## config.mk

```make
export PLATFORM = sky130hd
export DESIGN_NAME = tempo_ctrl_flat
export DESIGN_NICKNAME = d
export VERILOG_FILES = /design/src/rtl/tempo_ctrl_if.sv /design/src/rtl/tempo_ctrl.sv /design/src/flat_wrapper.sv
export SDC_FILE = /design/constraint.sdc
export NUM_CORES = 1
export LEC_CHECK = 0
export ABC_CLOCK_PERIOD_IN_PS = 7700
export CORE_MARGIN = 5
export CORE_UTILIZATION = 40
export CTS_BUF_LIST = sky130_fd_sc_hd__clkbuf_8
export CTS_CLUSTER_SIZE = 14
export DETAILED_ROUTE_END_ITERATION = 8
export MAX_ROUTING_LAYER = met4
export PLACE_DENSITY_LB_ADDON = 0.25
export SLEW_MARGIN = 5
export SYNTH_ARGS = -nofsm -noshare
export SYNTH_HDL_FRONTEND = slang
export SYNTH_SLANG_ARGS = --single-unit
```

## constraint.sdc

```tcl
create_clock -name clk -period 7.7 [get_ports clk]
set_clock_uncertainty 0.1 [all_clocks]
set_input_delay 1.54 -clock clk [delete_from_list [all_inputs] [get_ports clk]]
set_output_delay 1.54 -clock clk [all_outputs]
set_load 0.005 [all_outputs]
```

## src/rtl/tempo_ctrl_if.sv

```systemverilog
// Front-panel button / tempo bus between the board buttons and tempo_ctrl.
// master drives the raw buttons, slave (tempo_ctrl) drives the BPM outputs.
interface tempo_ctrl_if;
    logic       btn_left;
    logic       btn_right;
    logic       btn_down;
    logic       btn_up;
    logic       btn_center;
    logic [7:0] speed;
    logic       speed_chg;
    logic       at_limit;

    modport master (
        output btn_left, btn_right, btn_down, btn_up, btn_center,
        input  speed, speed_chg, at_limit
    );

    modport slave (
        input  btn_left, btn_right, btn_down, btn_up, btn_center,
        output speed, speed_chg, at_limit
    );
endinterface

```

## src/rtl/tempo_ctrl.sv

```systemverilog
// Tempo controller: debounced push-buttons step a saturating BPM register.
// Optional hold-to-repeat is built when AUTO_REPEAT_EN is defined.
module tempo_ctrl #(
    parameter int unsigned DEF_BPM       = 60,
    parameter int unsigned MIN_BPM       = 30,
    parameter int unsigned MAX_BPM       = 250,
    parameter int unsigned DEB_CYCLES    = 250000,
    parameter int unsigned HOLD_CYCLES   = 12500000,
    parameter int unsigned REPEAT_CYCLES = 2500000
) (
    input  logic         clk,
    input  logic         rst,
    tempo_ctrl_if.slave  bus
);

    localparam int unsigned NUM_BTN  = 5;
    localparam int unsigned CNT_MAX0 = (DEB_CYCLES > HOLD_CYCLES) ? DEB_CYCLES : HOLD_CYCLES;
    localparam int unsigned CNT_MAX  = (CNT_MAX0 > REPEAT_CYCLES) ? CNT_MAX0 : REPEAT_CYCLES;
    localparam int unsigned CNT_W    = $clog2(CNT_MAX + 1);
    localparam int unsigned DEB_LAST = (DEB_CYCLES >= 2) ? DEB_CYCLES - 2 : 0;

    typedef enum logic [2:0] {
        IDLE   = 3'd0,
        DEB_P  = 3'd1,
        HELD   = 3'd2,
        DEB_R  = 3'd3,
        REPEAT = 3'd4
    } btn_state_e;

    // Bit order doubles as arbitration priority: center, left, right, down, up.
    logic [NUM_BTN-1:0] raw;
    logic [NUM_BTN-1:0] sync1;
    logic [NUM_BTN-1:0] s;
    logic [NUM_BTN-1:0] ev;
    logic [1:0]         primed;
    logic [7:0]         speed_q;
    logic               chg_q;
    logic [7:0]         nxt_c;

    assign raw = {bus.btn_up, bus.btn_down, bus.btn_right, bus.btn_left, bus.btn_center};

    // Two-flop synchronisers; primed marks when s reflects post-reset button levels.
    always_ff @(posedge clk) begin
        if (rst) begin
            sync1  <= '0;
            s      <= '0;
            primed <= '0;
        end else begin
            sync1  <= raw;
            s      <= sync1;
            primed <= {primed[0], 1'b1};
        end
    end

    for (genvar i = 0; i < NUM_BTN; i++) begin : g_btn
        btn_state_e       st;
        logic [CNT_W-1:0] cnt;
        logic             ev_q;
        logic             arm;

        assign ev[i] = ev_q;

        // A button held through reset must be seen released before it can step.
        always_ff @(posedge clk) begin
            if (rst) begin
                st   <= IDLE;
                cnt  <= '0;
                ev_q <= 1'b0;
                arm  <= 1'b0;
            end else begin
                ev_q <= 1'b0;
                if (primed[1] && !s[i]) begin
                    arm <= 1'b1;
                end
                unique case (st)
                    IDLE: begin
                        cnt <= '0;
                        if (s[i] && arm) begin
                            st <= DEB_P;
                        end
                    end
                    DEB_P: begin
                        if (!s[i]) begin
                            st <= IDLE;
                        end else if (cnt == CNT_W'(DEB_LAST)) begin
                            st   <= HELD;
                            cnt  <= '0;
                            ev_q <= 1'b1;
                        end else begin
                            cnt <= cnt + 1'b1;
                        end
                    end
                    HELD: begin
                        if (!s[i]) begin
                            st  <= DEB_R;
                            cnt <= '0;
                        end
`ifdef AUTO_REPEAT_EN
                        else if (i != 0) begin
                            if (cnt == CNT_W'(HOLD_CYCLES - 1)) begin
                                st   <= REPEAT;
                                cnt  <= '0;
                                ev_q <= 1'b1;
                            end else begin
                                cnt <= cnt + 1'b1;
                            end
                        end
`endif
                    end
`ifdef AUTO_REPEAT_EN
                    REPEAT: begin
                        if (!s[i]) begin
                            st  <= DEB_R;
                            cnt <= '0;
                        end else if (cnt == CNT_W'(REPEAT_CYCLES - 1)) begin
                            cnt  <= '0;
                            ev_q <= 1'b1;
                        end else begin
                            cnt <= cnt + 1'b1;
                        end
                    end
`endif
                    DEB_R: begin
                        if (s[i]) begin
                            st  <= HELD;
                            cnt <= '0;
                        end else if (cnt == CNT_W'(DEB_LAST)) begin
                            st  <= IDLE;
                            cnt <= '0;
                        end else begin
                            cnt <= cnt + 1'b1;
                        end
                    end
                    default: begin
                        st  <= IDLE;
                        cnt <= '0;
                    end
                endcase
            end
        end
    end

    function automatic logic [7:0] step_up(input logic [7:0] v, input logic [7:0] d);
        logic [8:0] t;
        t = {1'b0, v} + {1'b0, d};
        return (t > 9'(MAX_BPM)) ? 8'(MAX_BPM) : t[7:0];
    endfunction

    function automatic logic [7:0] step_dn(input logic [7:0] v, input logic [7:0] d);
        return ({1'b0, v} < ({1'b0, d} + 9'(MIN_BPM))) ? 8'(MIN_BPM) : (v - d);
    endfunction

    // Highest-priority event wins; the others are dropped.
    always_comb begin
        nxt_c = speed_q;
        if (ev[0]) begin
            nxt_c = 8'(DEF_BPM);
        end else if (ev[1]) begin
            nxt_c = step_dn(speed_q, 8'd1);
        end else if (ev[2]) begin
            nxt_c = step_up(speed_q, 8'd1);
        end else if (ev[3]) begin
            nxt_c = step_dn(speed_q, 8'd10);
        end else if (ev[4]) begin
            nxt_c = step_up(speed_q, 8'd10);
        end
    end

    always_ff @(posedge clk) begin
        if (rst) begin
            speed_q <= 8'(DEF_BPM);
            chg_q   <= 1'b0;
        end else begin
            chg_q <= 1'b0;
            if (nxt_c != speed_q) begin
                speed_q <= nxt_c;
                chg_q   <= 1'b1;
            end
        end
    end

    assign bus.speed     = speed_q;
    assign bus.speed_chg = chg_q;
    assign bus.at_limit  = (speed_q == 8'(MIN_BPM)) || (speed_q == 8'(MAX_BPM));

endmodule
```

## src/flat_wrapper.sv

```systemverilog
// flat-port wrapper written by rule: the top's interface ports become plain ports
module tempo_ctrl_flat 
#(
    parameter int unsigned DEF_BPM       = 60,
    parameter int unsigned MIN_BPM       = 30,
    parameter int unsigned MAX_BPM       = 250,
    parameter int unsigned DEB_CYCLES    = 250000,
    parameter int unsigned HOLD_CYCLES   = 12500000,
    parameter int unsigned REPEAT_CYCLES = 2500000
)
  (clk, rst, bus_btn_left, bus_btn_right, bus_btn_down, bus_btn_up, bus_btn_center, bus_speed, bus_speed_chg, bus_at_limit);
  tempo_ctrl_if bus_i ();
  input  logic clk;
  input  logic rst;
  input wire logic [$bits(bus_i.btn_left)-1:0] bus_btn_left;
  input wire logic [$bits(bus_i.btn_right)-1:0] bus_btn_right;
  input wire logic [$bits(bus_i.btn_down)-1:0] bus_btn_down;
  input wire logic [$bits(bus_i.btn_up)-1:0] bus_btn_up;
  input wire logic [$bits(bus_i.btn_center)-1:0] bus_btn_center;
  output wire logic [$bits(bus_i.speed)-1:0] bus_speed;
  output wire logic [$bits(bus_i.speed_chg)-1:0] bus_speed_chg;
  output wire logic [$bits(bus_i.at_limit)-1:0] bus_at_limit;
  assign bus_i.btn_left = bus_btn_left;
  assign bus_i.btn_right = bus_btn_right;
  assign bus_i.btn_down = bus_btn_down;
  assign bus_i.btn_up = bus_btn_up;
  assign bus_i.btn_center = bus_btn_center;
  assign bus_speed = bus_i.speed;
  assign bus_speed_chg = bus_i.speed_chg;
  assign bus_at_limit = bus_i.at_limit;
  tempo_ctrl #(.DEF_BPM(DEF_BPM), .MIN_BPM(MIN_BPM), .MAX_BPM(MAX_BPM), .DEB_CYCLES(DEB_CYCLES), .HOLD_CYCLES(HOLD_CYCLES), .REPEAT_CYCLES(REPEAT_CYCLES)) u_core (.clk(clk), .rst(rst), .bus(bus_i));
endmodule
```

# == Word-level counts from Yosys, hierarchy flattened ==
# Index checks and enable logic that the tools add are counted.
# op_classes
reduce_logical,36
addsub,9
n_bitwise,10
n_eq_ne,48
muxes,76
order_cmp,4
# op_table
operator,n
24-bit two-way mux,20
24-bit case mux with 3 select lines,5
24-bit by 1-bit adder with 24-bit output (second input constant),5
24-bit by 18-bit equality test with 1-bit output (second input constant),5
3-bit two-way mux,30
8-bit two-way mux,9
3-bit case mux with 4 select lines,5
3-bit by 2-bit equality test with 1-bit output (second input constant),10
2-bit by 1-bit != test with 1-bit output (second input constant),10
4-bit AND reduction,5
9-bit by 8-bit greater-than comparator with 1-bit output (second input constant),2
3-bit by 1-bit equality test with 1-bit output (second input constant),5
3-bit logical NOT,5
3-bit by 1-bit != test with 1-bit output (second input constant),5
3-bit != test (second input constant),5
3-bit OR reduction,5
1-bit logical AND,10
2-bit != test (second input constant),5
1-bit inverter,10
2-bit AND reduction,5
8-bit by 1-bit adder with 9-bit output (second input constant),1
8-bit by 4-bit adder with 9-bit output (second input constant),1
8-bit by 5-bit equality test with 1-bit output (second input constant),1
8-bit equality test (second input constant),1
8 further kinds,18
# word_totals
ff_bits,166
elab_cells,209
output_inout_bits,10
in_bits,7

# == Longest topological paths before layout ==
# Gate-level depths: netlist (run 1).
# depth
ltp_word,10
mapped_depth,11
mapped_depth_nobuf,9

# == Worst setup path after synthesis (run 1) ==
# Ideal clock, no wire load.
# synth_path
kind,reg-to-reg
start,reg u_core.speed_q[2] (netlist: u_core.bus.speed[2])
end,reg u_core.chg_q (netlist: u_core.bus.speed_chg)
setup_slack_ns,4.780
synth_period_minus_slack_ns,2.920
stages_incl_launch_ff,12
setup_ns,0.081
path_buffers,2
arrival_time_ns,2.739
required_time_ns,7.519
path_cell_list,dfxtp_1 -> buf_2 -> buf_1 -> inv_1 -> ha_1 -> nand2b_1 -> nand3_1 -> a2111o_1 -> a41o_1 -> a2111oi_2 -> nor4_1 -> a41oi_1
# synth_between
elab_chain_len,10
elab_cells_between_ends,19
cone_classes,add/sub (4); order compare (4); eq/ne (1); mux (10)
# synth_rtl
element,line_no,source
start: declaration,tempo_ctrl.sv:36,logic [7:0] speed_q;
start signal: assignment,tempo_ctrl.sv:171,speed_q <= 8'(DEF_BPM);
start signal: assignment,tempo_ctrl.sv:176,speed_q <= nxt_c;
8-bit by 4-bit adder with 9-bit output,tempo_ctrl.sv:145,"t = {1'b0, v} + {1'b0, d};"
9-bit by 8-bit greater-than comparator with 1-bit output,tempo_ctrl.sv:146,return (t > 9'(MAX_BPM)) ? 8'(MAX_BPM) : t[7:0];
8-bit two-way mux,tempo_ctrl.sv:146,
8-bit two-way mux,tempo_ctrl.sv:164,end else if (ev[4]) begin
8-bit two-way mux,tempo_ctrl.sv:162,end else if (ev[3]) begin
8-bit two-way mux,tempo_ctrl.sv:160,end else if (ev[2]) begin
8-bit two-way mux,tempo_ctrl.sv:158,end else if (ev[1]) begin
8-bit two-way mux,tempo_ctrl.sv:156,if (ev[0]) begin
8-bit != test (*),tempo_ctrl.sv:175,if (nxt_c != speed_q) begin
1-bit two-way mux (*),tempo_ctrl.sv:175,
end signal: assignment,tempo_ctrl.sv:172,chg_q <= 1'b0;
end signal: assignment,tempo_ctrl.sv:174,chg_q <= 1'b0;
end signal: assignment,tempo_ctrl.sv:177,chg_q <= 1'b1;
end: declaration,tempo_ctrl.sv:37,logic chg_q;
# Mark *: on every way between the ends. The rest lies on a longest branch, timed or not.
# A chain may end at the register's enable or synchronous reset.

# == Worst setup path after layout (run 1) ==
# layout_path
start,reg u_core.speed_q[5] (netlist: u_core.bus.speed[5])
end,out bus_at_limit
# layout_between
elab_chain_len,2
elab_cells_between_ends,3
cone_classes,eq/ne (2); reduce/logical (1)
# layout_rtl
element,line_no,source
8-bit by 5-bit equality test with 1-bit output or 8-bit equality test (tied branches),tempo_ctrl.sv:184,assign bus.at_limit = (speed_q == 8'(MIN_BPM)) || (speed_q == 8'(MAX_BPM));
1-bit logical OR (*),tempo_ctrl.sv:184,
end: declaration,flat_wrapper.sv:22,output wire logic [$bits(bus_i.at_limit)-1:0] bus_at_limit;
# Marked as above.

==> summary.txt, run 1 <==
Outcome
  • Status: complete, no violations

Power and ir drop
  • Peak VDD IR: 98.22 uV
  • P_leak: 0.002887 uW
  • Switching share of total power: 23.63%
  • Pwr Density: 155.9 mW/mm2
  • Internal cell power: 1080 uW
  • Part of the power in registers: 59.5%
  • Logic pwr share: 1.4%
  • Switching power: 334.2 uW
  • Clock share of power: 39.1%

GRT
  • Pin count of the biggest net entering global routing: 45
  • Antenna violations before repair: 0
  • GRT Resource Usage Total: 15.09%
  • GRT overflow: 0
  • Vias in the first global route: 6,334
  • First-pass GRT wire length: 29,860 um

Clocking
  • H-tree depth: 4
  • Setup Buffers After CTS: 0
  • Clock Latency Late Sink: 450 ps
  • Clock transition at path regs: 80 ps
  • Root Driver: clkbuf_8
  • TritonCTS clock tree: built
  • Clk buf depth: 2
  • CTS resizes: 0
  • TritonCTS Sinks: 161
  • Hold Buf Count CTS: 0
  • CTS Buf Count: 17

Routing
  • Routed Antenna Nets: 0
  • Via density: 5.310
  • WL final: 17,360 um
  • Drt drc: 0
  • First-pass detailed-route iteration total: 5
  • Routed wire per std cell: 13.24 um
  • Via count: 6,962
  • Number of DRC markers in iteration 0: 345

Timing
  • RSZ-0062 raised after global routing: no
  • Crit share post-route: 55.06%
  • Min Clock Period, post-route: 4240 ps
  • Number of hold violations in the final report: 0
  • Slew Limit Fails: 0
  • F_max: 235.9 MHz
  • Fin Setup TNS: 0 ps
  • Slew at the pin with the worst max-slew slack: 973.7 ps
  • Count of final setup violators: 0
  • Hold slack: 342.3 ps
  • Max-slew headroom: 35.08%

Yosys
  • Synthesized cell area: 0.008352 mm2
  • #FFs+latches synth: 161
  • Mapped Cells: 1,026
  • Syn Area/Cell: 8.140 um2
  • Synth cell types: 75
  • Synth Net Count: 1,052
  • FFs w/ async S/R, synth: 0%
  • Post-synth EDFFs: 0
  • Top FF cell, synth: dfxtp_1
  • Seq/Total Area, Yosys: 38.59%
  • Number of synthesis warnings: 0

Final layout
  • # nets final: 1,054
  • Layout cell share with drive strength beyond 1: 5.091%
  • Post-synthesis to final-layout area growth: 8.599%
  • N_diodes: 0

Placed design
  • HPWL after DPL: 12,190 um
  • GP Congestion: 0.9639
  • Buffers on Ports: 16

Floorplanning
  • Initial cell density of the core: 41.01%
  • Num rows: 52
  • Core footprint: 0.02036 mm2
  • Die width: 154.5 um
  • Die area: 0.02387 mm2
  • Top-Level Pins: 17
  • Die extent in y: 154.5 um

Setup path
  • Critical Path AT: 2600 ps
  • Critical Path RT: 6060 ps
  • CP Max Fanout: 21
  • Kind of critical path: register to output port
  • Crit end category: output port
  • CP Launch Type: register

Min path
  • Min-Delay Path Class: register to register

Flow run
  • Max Cap Viol: 0
## per-stage QoR
stage          area, um2  power (uW)  util (%)  cells  worst slack, ps
6_report            9070        1414     44.54   1311             3460
5_1_grt             9070        1475     44.54   1311             3346
4_1_cts             9070        1438     44.54   1311             3481
3_5_place_dp        8713       881.1     42.79   1279             3965
3_3_place_gp        8713       880.8     42.79   1279             3991
2_1_floorplan       8352       873.3         -   1026             4780
## placed cells by master (no fill, tap or decap), types with 8 or more instances in the layout
master             n
nor4b_1           11
nand4_1           48
nor4_1            24
dfxtp_1          161
nand2_1           76
nand3_1           39
nand2b_1           8
nor2b_1           17
nor3_1            15
ha_1              19
inv_1             30
o21ai_0           38
and3_1            14
nor2_1           193
xnor2_1           44
xor2_1            69
clkdlybuf4s50_1   15
a21oi_1           49
clkbuf_8          18
a211oi_1           8
## power by group through the flow
stage	Sequential, uW	Clock [uW]	Combinational (uW)
after global routing	842	610	23.3
after detailed placement	860	0	20.7
after global placement	860	0	20.5
final	841	553	20.5
after CTS	841	576	20.7
after floorplan	859	0	13.9
## routing by layer
layer,track usage [%],up-vias,share of wire (%)
li1,-,3623,-
met1,20.31,3169,50
met2,23.00,145,44
met3,2.626,25,4.1
met4,5.172,0,1.9
met5,-,-,0
## worst max-delay path: stages, from the launching register on
cell and delay, ps:
dfxtp_1 560, nor3_1 780, a21oi_1 170, nor2_1 140, clkdlybuf4s50_1 500
## final timing paths
path                                    startpoint                              end  depth (start not counted)  slack, ps
setup reg to reg  u_core.bus.speed[2]$_SDFFE_PP1P_  u_core.bus.speed_chg$_SDFF_PP0_                          8       4110
setup / recovery  u_core.bus.speed[5]$_SDFFE_PP1P_                     bus_at_limit                          4       3460
hold / removal          u_core.sync1[3]$_SDFF_PP0_           u_core.s[3]$_SDFF_PP0_                          1        340
hold reg to reg         u_core.sync1[3]$_SDFF_PP0_           u_core.s[3]$_SDFF_PP0_                          1        340
## synth_stat cells (all sizes together) (3+ instances only)
cell,number,area share [%]
nor2,193,8.7
dfxtp,161,39
nand2,77,3.6
xor2,69,7.2
a21oi,49,2.9
nand4,48,3.6
xnor2,44,4.6
o21ai,41,2.5
nand3,39,2.3
inv,29,1.3
nor4,27,2.2
clkbuf,22,0.99
ha,19,2.8
nor2b,17,1.3
buf,16,1.0
nor3,15,0.90
and3,14,1.0
nor4b,12,1.3
a211oi,8,0.72
and2,8,0.60
nand2b,8,0.60
a21o,7,0.63
and4,7,0.73
o21a,7,0.63
a311oi,6,0.63
and3b,6,0.63
a2111oi,5,0.67
a21boi,5,0.45
a31oi,5,0.37
nor3b,4,0.42
or3,4,0.30
a211o,3,0.31
a41oi,3,0.31
clkinv,3,0.13
nand3b,3,0.27
o211ai,3,0.27
o31ai,3,0.27
or4b,3,0.36
## cell families (layout without fill, tap and decap cells)
logic type | Yosys count | after routing | share of synthesized area, %
muxes | 3 | 3 | 0.4194
xor gates and xnor gates | 113 | 113 | 11.85
AOI/OAI and AO/OA | 167 | 167 | 13.18
adders and majority gates | 19 | 19 | 2.846
DFF | 161 | 161 | 38.59
and+or+nand+nor | 493 | 493 | 29.65
buffers and inverters | 70 | 85 | 3.461
## final cells by class
| cell class | count | area (um2) |
|---|---|---|
| well taps | 270 | 337.8 |
| clock buffers | 18 | 247.7 |
| repair buffers | 21 | 192.7 |
| clock inverters | 14 | 108.9 |
| flip-flops and latches | 161 | 3223 |
| fillers | 2053 | 11290 |
| multi-input cells | 795 | 4840 |
| inverters | 32 | 120.1 |
## flip-flops by register name (all words and copies together), names as in the netlist, named ones only
| register | flops |
|---|---|
| u_core.g_btn.cnt | 120 |
| u_core.bus.speed | 8 |
| u_core.g_btn.arm | 5 |
| u_core.g_btn.ev_q | 5 |
| u_core.g_btn.st | 5 |
| u_core.s | 5 |
| u_core.sync1 | 5 |
| u_core.primed | 2 |
| u_core.bus.speed_chg | 1 |
Power figures use the tool's default switching activity.
==> run 2: changes to the inputs <==
--- a/config.mk
+++ b/config.mk
@@ -5,7 +5,7 @@
 export SDC_FILE = /design/constraint.sdc
 export NUM_CORES = 1
 export LEC_CHECK = 0
-export ABC_CLOCK_PERIOD_IN_PS = 7700
+export ABC_CLOCK_PERIOD_IN_PS = 3900
 export CORE_MARGIN = 5
 export CORE_UTILIZATION = 40
 export CTS_BUF_LIST = sky130_fd_sc_hd__clkbuf_8
==> constraint.sdc (replaced) <==
create_clock -name clk -period 3.9 [get_ports clk]
set_clock_uncertainty 0.1 [all_clocks]
set_input_delay 0.78 -clock clk [delete_from_list [all_inputs] [get_ports clk]]
set_output_delay 0.78 -clock clk [all_outputs]
set_load 0.005 [all_outputs]
==> run 2 against run 1 <==
Global-route usage grew 0.67 points. Total power increased by 94%. First-iteration DRC count up 39%. Count of clock-buffer cells in the layout increased by 1. Register-to-register slack got worse by 3400 ps. Via count grew 1.1%. Critical path depth unchanged. Combinational power is 100% higher. Sequential power up 97%. Sequential cell count did not move. Routed wire length grew 3.7%. Setup slack worse by 3000 ps. Critical endpoint unchanged. Highest routed layer unchanged.
==> summary.txt, run 2 (same netlist as run 1, synthesis figures left out) <==
Outcome
  • Status: complete, no violations

Placed design
  • Dpl ws: 779.2 ps
  • Buffers on Ports: 16
  • Post-Place Cells: 1,286
  • GP Congestion: 0.9549
  • Area after DPL: 0.008766 mm2
  • HPWL after DPL: 12,550 um

Setup path
  • Top Family by Delay on Critical Path: simple AND/OR/NAND/NOR gates
  • CP max stage delay: 800 ps
  • CP Launch Type: register
  • Worst R2R Path Depth: 9
  • Slowest CP cell: nor3_1
  • CP Max Fanout: 18
  • Worst path depth: 4
  • Crit-path cells: nor3_1 -> a21oi_1 -> nor2_1 -> clkdlybuf4s50_1
  • Critical Path AT: 2550 ps
  • Kind of critical path: register to output port
  • Worst Path Buf+Inv: 1
  • Crit end category: output port
  • Critical Path RT: 3020 ps

Final layout
  • Post-synthesis to final-layout area growth: 8.884%
  • Max reg flops: 120
  • Final Cell Area: 0.009094 mm2
  • # nets final: 1,061
  • Post-Layout Cell Count: 1,315
  • # fillers: 2,010
  • Area of the multi-input gates: 0.004840 mm2
  • Final core area utilization: 44.65%
  • Most common cell after layout, fill and taps aside: nor2_1
  • Most frequent cells in the layout: nor2_1, dfxtp_1, nand2_1
  • N_diodes: 0
  • Layout cell share with drive strength beyond 1: 5.550%
  • Biggest register: u_core.g_btn.cnt
  • Register area: 0.003223 mm2

Floorplanning
  • Num rows: 52
  • Die width: 154.5 um
  • Initial cell density of the core: 41.01%
  • Top-Level Pins: 17
  • Die extent in y: 154.5 um
  • Die area: 0.02387 mm2
  • Core footprint: 0.02036 mm2

Routing
  • Routed Antenna Nets: 0
  • Drt drc: 0
  • Routed wire per std cell: 13.68 um
  • First-pass detailed-route iteration total: 5
  • Number of DRC markers in iteration 0: 479
  • WL final: 17,990 um
  • Via density: 5.355
  • Via count: 7,042

Power and ir drop
  • Pwr Density: 302.5 mW/mm2
  • P_leak: 0.002904 uW
  • Peak VDD IR: 174.9 uV

Timing
  • Slew at the pin with the worst max-slew slack: 948.6 ps
  • Post-route setup slack: 474.0 ps
  • Slew Limit Fails: 0
  • Crit share post-route: 87.85%
  • F_max: 291.9 MHz
  • Number of hold violations in the final report: 0
  • Min Clock Period, post-route: 3426 ps
  • RSZ-0062 raised after global routing: no
  • Max-slew headroom: 36.27%
  • Count of final setup violators: 0
  • Fin Setup TNS: 0 ps

Clocking
  • Clock transition at path regs: 70 ps
  • CTS Buf Count: 17
  • TritonCTS clock tree: built
  • Root Driver: clkbuf_8
  • H-tree depth: 4
  • Clk buf depth: 2
  • CTS resizes: 0
  • TritonCTS Sinks: 161
  • Hold Buf Count CTS: 0
  • Clock Latency Late Sink: 440 ps
  • Setup Buffers After CTS: 0

Flow run
  • Max Cap Viol: 0

GRT
  • First-pass GRT wire length: 31,060 um
  • GRT overflow: 0
  • Vias in the first global route: 6,556
  • Pin count of the biggest net entering global routing: 44
  • Antenna violations before repair: 0
  • GRT Resource Usage Total: 15.76%

Min path
  • Min-Delay Path Class: register to register
  • Hold depth: 1
## run 2: cell types whose count changed in the layout (fill, tap and decap cells not counted), moves of 3 or more
| cell | delta |
|---|---|
| buf_4 | +7 |
| clkinv_2 | +3 |
| clkinv_4 | -4 |
| inv_6 | -3 |
## run 2: per-layer routing
metal  vias up  part of all wire [%]  GRT usage (%)  wire length (um)
met5         -                     0              -                 0
met4         0                   2.3          5.635               407
met3        28                   4.4          3.018               790
met2       156                    43          23.56              7783
met1      3242                    50          21.32              9012
li1       3616                     -              -                 -
## run 2: report_power, final
group / switching (uW) / internal [uW] / total, uW
Combinational: 25.0 / 16.5 / 41.5
Sequential: 7.88 / 1650 / 1660
Clock: 589 / 460 / 1050
Total: 622 / 2130 / 2750
## run 2: cell type report
cell class / instances / area share, %
Clock buffer: 19 / 2.876
Clock inverter: 10 / 0.7292
Inverter: 32 / 1.321
Multi-Input combinational cell: 795 / 53.22
Sequential cell: 161 / 35.44
Tap cell: 270 / 3.715
Timing Repair Buffer: 28 / 2.697
## run 2: path summary, 6_finish.rpt
check	from	end	slack [ps]
min reg2reg	u_core.primed[0]$_DFF_P_	u_core.primed[1]$_SDFF_PP0_	340
min	u_core.primed[0]$_DFF_P_	u_core.primed[1]$_SDFF_PP0_	340
max reg2reg	u_core.bus.speed[1]$_SDFFE_PP0P_	u_core.bus.speed_chg$_SDFF_PP0_	740
max	u_core.bus.speed[6]$_SDFFE_PP0P_	bus_at_limit	470
## run 2: per-stage QoR
stage / power, uW / hold WS [ps]
floorplan: 1724 / 313.8
global placement: 1741 / 315.9
detailed placement: 1742 / 329.4
CTS: 2801 / 346.7
global route: 2879 / 375.7
finish: 2751 / 340.0
